### config.mk
export PLATFORM = sky130hd
export DESIGN_NAME = mips_prog_loader_flat
export DESIGN_NICKNAME = d
export VERILOG_FILES = /design/src/rtl/mips_loader_pkg.sv /design/src/rtl/mips_prog_loader_if.sv /design/src/rtl/mips_byte_packer.sv /design/src/rtl/mips_prog_loader.sv /design/src/flat_wrapper.sv
export SDC_FILE = /design/constraint.sdc
export NUM_CORES = 1
export LEC_CHECK = 0
export CAP_MARGIN = 20
export CORE_UTILIZATION = 56
export CTS_BUF_LIST = sky130_fd_sc_hd__clkbuf_2
export DETAILED_ROUTE_END_ITERATION = 10
export PLACE_DENSITY_LB_ADDON = 0.1
export SLEW_MARGIN = 40
export SYNTH_ARGS = -nofsm -noshare
export SYNTH_HDL_FRONTEND = slang
export SYNTH_SLANG_ARGS = --single-unit
export TNS_END_PERCENT = 1
### constraint.sdc
create_clock -name clk1 -period 2.6 [get_ports clk1]
set_input_delay 0.26 -clock clk1 [delete_from_list [all_inputs] [get_ports clk1]]
set_output_delay 0.26 -clock clk1 [all_outputs]
set_load 0.01 [all_outputs]
### src/rtl/mips_loader_pkg.sv
// rtl/mips_loader_pkg.sv - shared types and constants for the MIPS program loader
package mips_loader_pkg;

  localparam int WORD_W         = 32;
  localparam int BYTES_PER_WORD = 4;

  typedef enum logic [2:0] {
    HDR   = 3'd0,
    LOAD  = 3'd1,
    CSUM  = 3'd2,
    START = 3'd3,
    RUN   = 3'd4,
    ERR   = 3'd5
  } loader_state_e;

endpackage

### src/rtl/mips_prog_loader_if.sv
// rtl/mips_prog_loader_if.sv - byte stream handshake between a byte source and the loader
interface mips_prog_loader_if;

  logic [7:0] in_data;
  logic       in_valid;
  logic       in_ready;

  modport master (output in_data, output in_valid, input in_ready);
  modport slave  (input in_data, input in_valid, output in_ready);

endinterface

### src/rtl/mips_byte_packer.sv
// rtl/mips_byte_packer.sv - assembles accepted bytes into big-endian 32-bit words
module mips_byte_packer
  import mips_loader_pkg::*;
(
  input  logic              clk_i,
  input  logic              rst_ni,
  input  logic              clr_i,
  input  logic              take_i,
  input  logic [7:0]        byte_i,
  output logic [WORD_W-1:0] word_o,
  output logic              word_valid_o,
  output logic [1:0]        cnt_o
);

  localparam logic [1:0] LAST_BYTE = 2'(BYTES_PER_WORD - 1);

  logic [1:0]        cnt_q;
  logic [WORD_W-9:0] shift_q;

  // Earlier bytes sit in the shift register; the word is complete as the last byte is taken.
  assign word_o       = {shift_q, byte_i};
  assign word_valid_o = take_i && !clr_i && (cnt_q == LAST_BYTE);
  assign cnt_o        = cnt_q;

  // Byte counter and shift register; the first byte of a word ends up in the top byte.
  always_ff @(posedge clk_i or negedge rst_ni) begin
    if (!rst_ni) begin
      cnt_q   <= 2'd0;
      shift_q <= '0;
    end else if (clr_i) begin
      cnt_q   <= 2'd0;
      shift_q <= '0;
    end else if (take_i) begin
      shift_q <= {shift_q[WORD_W-17:0], byte_i};
      cnt_q   <= (cnt_q == LAST_BYTE) ? 2'd0 : cnt_q + 2'd1;
    end
  end

endmodule

### src/rtl/mips_prog_loader.sv
// rtl/mips_prog_loader.sv - boot loader writing a byte-streamed program into MIPS memory (option: LOADER_CSUM_EN)
module mips_prog_loader
  import mips_loader_pkg::*;
#(
  parameter int ADDR_W    = 10,
  parameter int MAX_WORDS = 1024
)
(
  input  logic              clk1,
  input  logic              rst_n,
  mips_prog_loader_if.slave in_if,
  output logic              mem_we,
  output logic [ADDR_W-1:0] mem_addr,
  output logic [31:0]       mem_wdata,
  output logic              cpu_hold,
  output logic              cpu_start,
  input  logic              cpu_halted,
  output logic              busy,
  output logic              done,
  output logic              err,
  output logic [ADDR_W:0]   words_loaded
);

  localparam logic [ADDR_W:0] MAX_N = (ADDR_W+1)'(MAX_WORDS);
  localparam logic [ADDR_W:0] ONE_N = (ADDR_W+1)'(1);

  loader_state_e     state_q;
  logic              in_ready_q;
  logic              mem_we_q;
  logic [ADDR_W-1:0] mem_addr_q;
  logic [31:0]       mem_wdata_q;
  logic              cpu_hold_q;
  logic              cpu_start_q;
  logic              busy_q;
  logic              done_q;
  logic              err_q;
  logic [ADDR_W:0]   words_q;
  logic [ADDR_W:0]   n_q;
`ifdef LOADER_CSUM_EN
  logic [31:0]       csum_q;
`endif

  logic              fire;
  logic              pk_clr;
  logic [WORD_W-1:0] pk_word;
  logic              pk_valid;
  logic [1:0]        pk_cnt;
  logic [ADDR_W:0]   hdr_len;
  logic              hdr_ok;
  logic [ADDR_W:0]   words_inc;

  assign fire      = in_if.in_valid && in_ready_q;
  assign pk_clr    = (state_q == START);
  assign hdr_len   = pk_word[ADDR_W:0];
  assign hdr_ok    = (pk_word[WORD_W-1:ADDR_W+1] == '0) && (hdr_len != '0) && (hdr_len <= MAX_N);
  assign words_inc = words_q + ONE_N;

  mips_byte_packer u_packer (
    .clk_i        (clk1),
    .rst_ni       (rst_n),
    .clr_i        (pk_clr),
    .take_i       (fire),
    .byte_i       (in_if.in_data),
    .word_o       (pk_word),
    .word_valid_o (pk_valid),
    .cnt_o        (pk_cnt)
  );

  // Loader FSM; every output is a register updated together with the state.
  always_ff @(posedge clk1 or negedge rst_n) begin
    if (!rst_n) begin
      state_q     <= HDR;
      in_ready_q  <= 1'b0;
      mem_we_q    <= 1'b0;
      mem_addr_q  <= '0;
      mem_wdata_q <= '0;
      cpu_hold_q  <= 1'b1;
      cpu_start_q <= 1'b0;
      busy_q      <= 1'b0;
      done_q      <= 1'b0;
      err_q       <= 1'b0;
      words_q     <= '0;
      n_q         <= '0;
`ifdef LOADER_CSUM_EN
      csum_q      <= '0;
`endif
    end else begin
      mem_we_q    <= 1'b0;
      cpu_start_q <= 1'b0;
      case (state_q)
        HDR: begin
          in_ready_q <= 1'b1;
          cpu_hold_q <= 1'b1;
          if (fire) begin
            busy_q <= 1'b1;
            if (pk_cnt == 2'd0) done_q <= 1'b0;
          end
          if (pk_valid) begin
            if (hdr_ok) begin
              n_q     <= hdr_len;
              words_q <= '0;
`ifdef LOADER_CSUM_EN
              csum_q  <= '0;
`endif
              state_q <= LOAD;
            end else begin
              err_q      <= 1'b1;
              in_ready_q <= 1'b0;
              busy_q     <= 1'b0;
              state_q    <= ERR;
            end
          end
        end
        LOAD: begin
          if (pk_valid) begin
            mem_we_q    <= 1'b1;
            mem_addr_q  <= words_q[ADDR_W-1:0];
            mem_wdata_q <= pk_word;
            words_q     <= words_inc;
`ifdef LOADER_CSUM_EN
            csum_q      <= csum_q ^ pk_word;
            if (words_inc == n_q) state_q <= CSUM;
`else
            if (words_inc == n_q) begin
              in_ready_q  <= 1'b0;
              busy_q      <= 1'b0;
              cpu_hold_q  <= 1'b0;
              cpu_start_q <= 1'b1;
              state_q     <= START;
            end
`endif
          end
        end
`ifdef LOADER_CSUM_EN
        CSUM: begin
          if (pk_valid) begin
            in_ready_q <= 1'b0;
            busy_q     <= 1'b0;
            if (pk_word == csum_q) begin
              cpu_hold_q  <= 1'b0;
              cpu_start_q <= 1'b1;
              state_q     <= START;
            end else begin
              err_q   <= 1'b1;
              state_q <= ERR;
            end
          end
        end
`endif
        START: begin
          state_q <= RUN;
        end
        RUN: begin
          if (cpu_halted) begin
            done_q     <= 1'b1;
            cpu_hold_q <= 1'b1;
            in_ready_q <= 1'b1;
            state_q    <= HDR;
          end
        end
        ERR: begin
          in_ready_q <= 1'b0;
          cpu_hold_q <= 1'b1;
          busy_q     <= 1'b0;
          err_q      <= 1'b1;
        end
        default: begin
          in_ready_q <= 1'b0;
          cpu_hold_q <= 1'b1;
          busy_q     <= 1'b0;
          err_q      <= 1'b1;
          state_q    <= ERR;
        end
      endcase
    end
  end

  assign in_if.in_ready = in_ready_q;
  assign mem_we         = mem_we_q;
  assign mem_addr       = mem_addr_q;
  assign mem_wdata      = mem_wdata_q;
  assign cpu_hold       = cpu_hold_q;
  assign cpu_start      = cpu_start_q;
  assign busy           = busy_q;
  assign done           = done_q;
  assign err            = err_q;
  assign words_loaded   = words_q;

endmodule

### src/flat_wrapper.sv
// flat-port wrapper written by rule: the top's interface ports become plain ports
module mips_prog_loader_flat import mips_loader_pkg::*;
#(
  parameter int ADDR_W    = 10,
  parameter int MAX_WORDS = 1024
)
  (clk1, rst_n, mem_we, mem_addr, mem_wdata, cpu_hold, cpu_start, cpu_halted, busy, done, err, words_loaded, in_if_in_data, in_if_in_valid, in_if_in_ready);
  mips_prog_loader_if in_if_i ();
  input  logic clk1;
  input  logic rst_n;
  output logic mem_we;
  output logic [ADDR_W-1:0] mem_addr;
  output logic [31:0] mem_wdata;
  output logic cpu_hold;
  output logic cpu_start;
  input  logic cpu_halted;
  output logic busy;
  output logic done;
  output logic err;
  output logic [ADDR_W:0] words_loaded;
  input wire logic [$bits(in_if_i.in_data)-1:0] in_if_in_data;
  input wire logic [$bits(in_if_i.in_valid)-1:0] in_if_in_valid;
  output wire logic [$bits(in_if_i.in_ready)-1:0] in_if_in_ready;
  assign in_if_i.in_data = in_if_in_data;
  assign in_if_i.in_valid = in_if_in_valid;
  assign in_if_in_ready = in_if_i.in_ready;
  mips_prog_loader #(.ADDR_W(ADDR_W), .MAX_WORDS(MAX_WORDS)) u_core (.clk1(clk1), .rst_n(rst_n), .in_if(in_if_i), .mem_we(mem_we), .mem_addr(mem_addr), .mem_wdata(mem_wdata), .cpu_hold(cpu_hold), .cpu_start(cpu_start), .cpu_halted(cpu_halted), .busy(busy), .done(done), .err(err), .words_loaded(words_loaded));
endmodule
==> out/qor.txt, run 1 <==
global-route wire length before repair: 17300 µm
area share of the largest cell type after synthesis: 54.0%
floorplan row count: 32
final setup vio count: 0
Final Cycle Share: 87.7%
nature of the critical path endpoint: register
initial antenna violation count: 0
top cells by area, synth: dfrtp_1 54%, nand2_1 15%, a21oi_1 3.6%
Core Area: 7810 µm²
fin nets: 584
register clock-pin slew on the reported worst setup and hold paths: 0.30 ns
Mapped Area: 4590 µm²
DR vias: 3736
gr usage total: 25.9%
Final TNS setup: 0 ns
Fin. Hold Viols: 0
register area share after synthesis: 54.6%
Max-slew headroom: 64.8%
Initial DRC Count: 232
max_cap viols: 0
CTS Root Cell: clkbuf_2
Reg2Reg Setup Slack: 0.32 ns
Diodes inserted: 0
fin cells: 676
worst slew pin tran: 0.528 ns
CTS Sinks: 100
Starting Density: 58.8%
vias in the first global route: 3563
maximum vdd drop: 0.289 mV
1st-pass router iterations: 4
Synth-to-Final Area Change: 21.6%
total CTS buffers: 9
Via density: 5.53
total overflow reported by the global router: 0
TritonCTS clock tree: built
Final GP Congestion: 0.845
unrepaired setup endpoints after global routing: no
most frequent cells in the layout: 189 x nand2_1, 99 x dfrtp_1, 70 x clkdlybuf4s50_1
status: finished clean
area leader, netlist: dfrtp_1
H-tree depth: 3
crit path DAT: 2.75 ns
origin of the critical flop-to-flop path: u_core.u_packer.shift_q[1]
most common cell after layout, fill and taps aside: nand2_1
Synth Flop Type: dfrtp_1
Die H: 92.5 µm
syn_nets: 513
DP HPWL: 7240 µm
reg2reg path depth: 5
Avg WL per Cell: 15.3 µm
Post-synth EDFFs: 0
Port Buf Inserts: 71
asr flop ratio synth: 100%
Max Freq: 439 MHz
Post-Synthesis Cells: 498
IO Pins: 72
Routed Antenna Nets: 0
post-synth cell types: 54
mean post-synth cell area: 9.22 µm²
die width: 92.5 µm
drt total wl: 10400 µm
pin count of the biggest net entering global routing: 62
Seq cells post-synth: 100
DIE AREA: 8560 µm²
share of layout cells above drive strength 1: 9.76%
Worst Path Class, Setup: register to register
clk buf depth: 2
# DRC: 0
crit-path max FO: 12
hold crit path type: primary input to asynchronous set/reset pin
minimum clock period: 2.28 ns
Clock Latency Late Sink: 0.57 ns
WP data required: 3.07 ns
CP Launch Type: register
setup bufs post-CTS: 0
clk_skew: 0.0391 ns
leakage: 2.70 nW
RR Endpoint: u_core.n_q[6]
yosys synthesis warning count: 0
placed cell count: 659
power density cells: 440 nW/µm²
max-slew violation count: 0
-- per-layer routing --
layer,wire length (µm),part of all wire (%),global-route usage [%]
met4,138,1.3,7.81
met3,421,4.1,3.20
met5,0,0,0
met2,4920,47,40.7
met1,4890,47,37.9
-- metrics by stage --
| step | hold WS [ns] | total power (W) | worst slack (ns) | utilization, % | area, µm² |
|---|---|---|---|---|---|
| after floorplan | -0.0356 | 0.00159 | 0.452 | - | 4590 |
| after CTS | 0.168 | 0.00247 | 0.325 | 71.5 | 5580 |
| final | 0.163 | 0.00245 | 0.320 | 71.5 | 5580 |
| after global placement | 0.272 | 0.00165 | 0.200 | 69.6 | 5430 |
| after global routing | 0.190 | 0.00253 | 0.169 | 71.5 | 5580 |
| after detailed placement | 0.279 | 0.00165 | 0.0728 | 69.6 | 5430 |
-- cell type report --
class / count / area (µm²)
Multi-Input combinational cell: 360 / 1910
Clock buffer: 9 / 45.0
Tap cell: 102 / 128
Sequential cell: 100 / 2500
Fill cell: 632 / 2220
Inverter: 7 / 26.3
Clock inverter: 7 / 93.8
Timing Repair Buffer: 91 / 873
-- where the power goes --
group | leakage, nW | switching [W] | total [W] | internal, W
clock | 0.0793 | 0.000579 | 0.000830 | 0.000251
combinational | 1.23 | 0.0000415 | 0.0000642 | 0.0000227
sequential | 1.38 | 0 | 0.00156 | 0.00156
-- kinds of logic after synthesis --
kind of cell             count (synthesis)  synth area share [%]
XOR/XNOR                                14                  3.00
AO/OA/AOI/OAI                           75                  9.87
buffers and inverters                   38                  3.76
flip-flops                             100                  54.6
multiplexers                            12                  3.65
adder cells (fa/ha/maj)                  3                 0.818
AND/OR/NAND/NOR                        256                  24.3
-- sequential cells by signal, summed over array words and instances, names as in the netlist, 2 cells and up --
name / cells
u_core.mem_wdata: 32
u_core.u_packer.shift_q: 24
u_core.state_q: 3
u_core.u_packer.cnt_o: 2
u_core.words_loaded: 11
u_core.n_q: 11
u_core.mem_addr: 10
-- what timing repair did --
item	CTS	global route
hold buffers	1	0
resized for setup	0	0
hold endpoints to repair	39	0
-- critical path, stage by stage (launching register included) --
cell and delay [ns]:
dfrtp_1 0.51, nor4_1 0.43, a31oi_1 0.25, nor4b_4 0.39, nand2_2 0.28, mux2_4 0.37
-- worst max path at each step --
stage	startpoint	end	slack, ns	cells after the start
final	u_core.u_packer.shift_q[1]	u_core.n_q[6]	0.32	5
after global routing	u_core.words_loaded[1]	u_core.in_if.in_ready	0.17	7
after CTS	u_core.words_loaded[0]	u_core.in_if.in_ready	0.32	7
after detailed placement	in_if_in_data[7]	u_core.n_q[6]	0.07	6
after global placement	in_if_in_data[1]	u_core.n_q[4]	0.20	6
after floorplan	u_core.words_loaded[1]	u_core.in_if.in_ready	0.45	7
-- cell usage after synthesis, types with 2 or more instances --
library cell	instances
nor4_1	7
a31oi_1	2
nand2_1	189
o31ai_1	3
a22o_1	2
a21oi_1	33
dfrtp_1	99
buf_1	3
o22ai_1	2
o21ai_1	3
ha_1	3
or2_2	2
buf_2	5
o2111ai_1	2
and2_1	5
nand3_1	5
nand4_1	7
clkbuf_1	17
o21ai_0	15
buf_4	4
nor2_1	19
o211ai_1	2
inv_1	7
xnor2_1	8
a211o_1	2
mux2_4	9
nor3_1	6
xor2_1	5
nand2b_1	3
and3_1	4
mux2_2	2
No activity file was read; power rests on OpenSTA's default activity.
==> inputs of run 2 (changes only) <==
- CTS_CLUSTER_DIAMETER: not set -> 120
- HOLD_SLACK_MARGIN: not set -> 0.12
- PLACE_DENSITY_LB_ADDON: 0.1 -> 0.15
==> run 2 against run 1 <==
Worst setup slack lost 0.12 ns. Register-to-register slack lost 0.12 ns. Final cell count grew 0.30%. Highest routed layer unchanged. Utilization shrank 0.22 points. Non-clock buffer count grew 2. Final area shrank 0.31%. Routed wire length grew 0.63%. First-iteration DRC count shrank 40%. Sequential power is essentially flat. Critical path type unchanged. Largest cell class unchanged. Global-route usage grew 0.41 points. Flip-flop and latch count is the same. Worst hold slack gained 0.10 ns. Critical endpoint is now u_core.in_if.in_ready.
==> out/qor.txt, run 2 (synthesis gave the netlist of run 1 again) <==
status: finished clean
worst slew pin tran: 0.734 ns
Routed Antenna Nets: 0
crit-path max FO: 9
vias in the first global route: 3616
drt total wl: 10400 µm
Clock Latency Late Sink: 0.58 ns
1st-pass router iterations: 5
Starting Density: 58.8%
total overflow reported by the global router: 0
total CTS buffers: 9
final setup vio count: 0
Synth-to-Final Area Change: 21.3%
CP Launch Type: register
DR top layer: met4
max_cap viols: 0
Final GP Congestion: 0.915
Die H: 92.5 µm
Port Buf Inserts: 71
gr usage total: 26.3%
CTS hold repair buffers: 1
Diodes inserted: 0
Core Util, Final: 71.3%
most frequent cells in the layout: 189 x nand2_1, 99 x dfrtp_1, 70 x clkdlybuf4s50_1
clk buf depth: 2
H-tree depth: 3
setup bufs post-CTS: 0
TritonCTS clock tree: built
power density cells: 418 nW/µm²
met3 wire length: 769 µm
Via density: 5.64
crit path DAT: 2.88 ns
leakage: 2.69 nW
global-route wire length before repair: 17500 µm
met2 WL: 4780 µm
CP delay by family, top: simple AND/OR/NAND/NOR gates
PostCTS Resize Cnt: 0
WP data required: 3.08 ns
unrepaired setup endpoints after global routing: no
critical-path cell with the highest stage delay: nor3_1
Avg WL per Cell: 15.4 µm
max-slew violation count: 0
Max-slew headroom: 51.0%
Fin. Hold Viols: 0
share of layout cells above drive strength 1: 10.1%
CTS Root Cell: clkbuf_2
IO Pins: 72
clk_skew: 0.0505 ns
Final TNS setup: 0 ns
DP HPWL: 7360 µm
DIE AREA: 8560 µm²
most common cell after layout, fill and taps aside: nand2_1
max reg flops: 32
Final Cycle Share: 92.3%
CP Buf/Inv Count: 0
crit-path cells: ha_1 -> nand3_1 -> nor3_1 -> xnor2_1 -> nor4_4 -> o211ai_2 -> mux2_4
die width: 92.5 µm
multi-input logic area: 1910 µm²
minimum clock period: 2.40 ns
Max Freq: 417 MHz
met1 WL: 4760 µm
fill cell count: 621
DR vias: 3825
Worst Path Class, Setup: register to register
fin nets: 586
floorplan row count: 32
CTS Sinks: 100
Initial DRC Count: 139
pin count of the biggest net entering global routing: 57
nature of the critical path endpoint: register
register clock-pin slew on the reported worst setup and hold paths: 0.29 ns
hold crit path type: primary input to asynchronous set/reset pin
area occupied by registers: 2500 µm²
maximum vdd drop: 0.227 mV
# DRC: 0
Core Area: 7810 µm²
initial antenna violation count: 0
slowest stage delay, CP: 0.44 ns
==> run 2: cell count changes in the layout (fill, tap and decap cells not counted) <==
cell	previous run	this run
buf_4	19	21
bufinv_16	1	0
clkbuf_2	9	10
inv_6	1	0
clkinv_8	1	0
clkinv_4	1	3
==> run 2: per-layer routing <==
metal  global-route usage, %  vias to the layer above
met5                       0                        -
met4                    7.68                        0
met3                    5.01                       13
met2                    40.9                      154
met1                    37.8                     1858
li1                        -                     1800
==> run 2: power by group <==
group	total (W)	switching (W)	internal (W)	leakage, nW
Clock	0.000699	0.000549	0.000150	0.0661
Combinational	0.0000640	0.0000413	0.0000227	1.24
Sequential	0.00156	0	0.00156	1.38
==> run 2: stage by stage <==
stage	worst slack [ns]	area (µm²)	total power, W	instances	hold WS (ns)
floorplan	0.452	4590	0.00159	498	-0.0356
global placement	0.222	5450	0.00165	661	0.367
detailed placement	0.156	5450	0.00165	661	0.365
CTS	0.216	5570	0.00234	678	0.255
global route	0.0959	5570	0.00242	678	0.247
finish	0.201	5570	0.00232	678	0.264
==> run 2: cell type report <==
type	count	share of cell area [%]
Sequential cell	100	45.0
Multi-Input combinational cell	360	34.4
Timing Repair Buffer	93	16.0
Tap cell	102	2.29
Clock inverter	6	1.01
Clock buffer	10	0.899
Inverter	7	0.472
==> run 2: worst paths after layout <==
check | startpoint | end | slack [ns] | cells past startpoint
setup / recovery | u_core.words_loaded[0] | u_core.in_if.in_ready | 0.20 | 7
setup reg to reg | u_core.words_loaded[0] | u_core.in_if.in_ready | 0.20 | 7
min in group clk1 | in_if_in_data[4] | u_core.mem_wdata[4] | 0.29 | 3
hold / removal | rst_n | u_core.u_packer.shift_q[17] | 0.26 | 2
hold reg to reg | u_core.err | u_core.err | 0.51 | 1
max in group asynchronous | rst_n | u_core.u_packer.shift_q[3] | 1.64 | 3
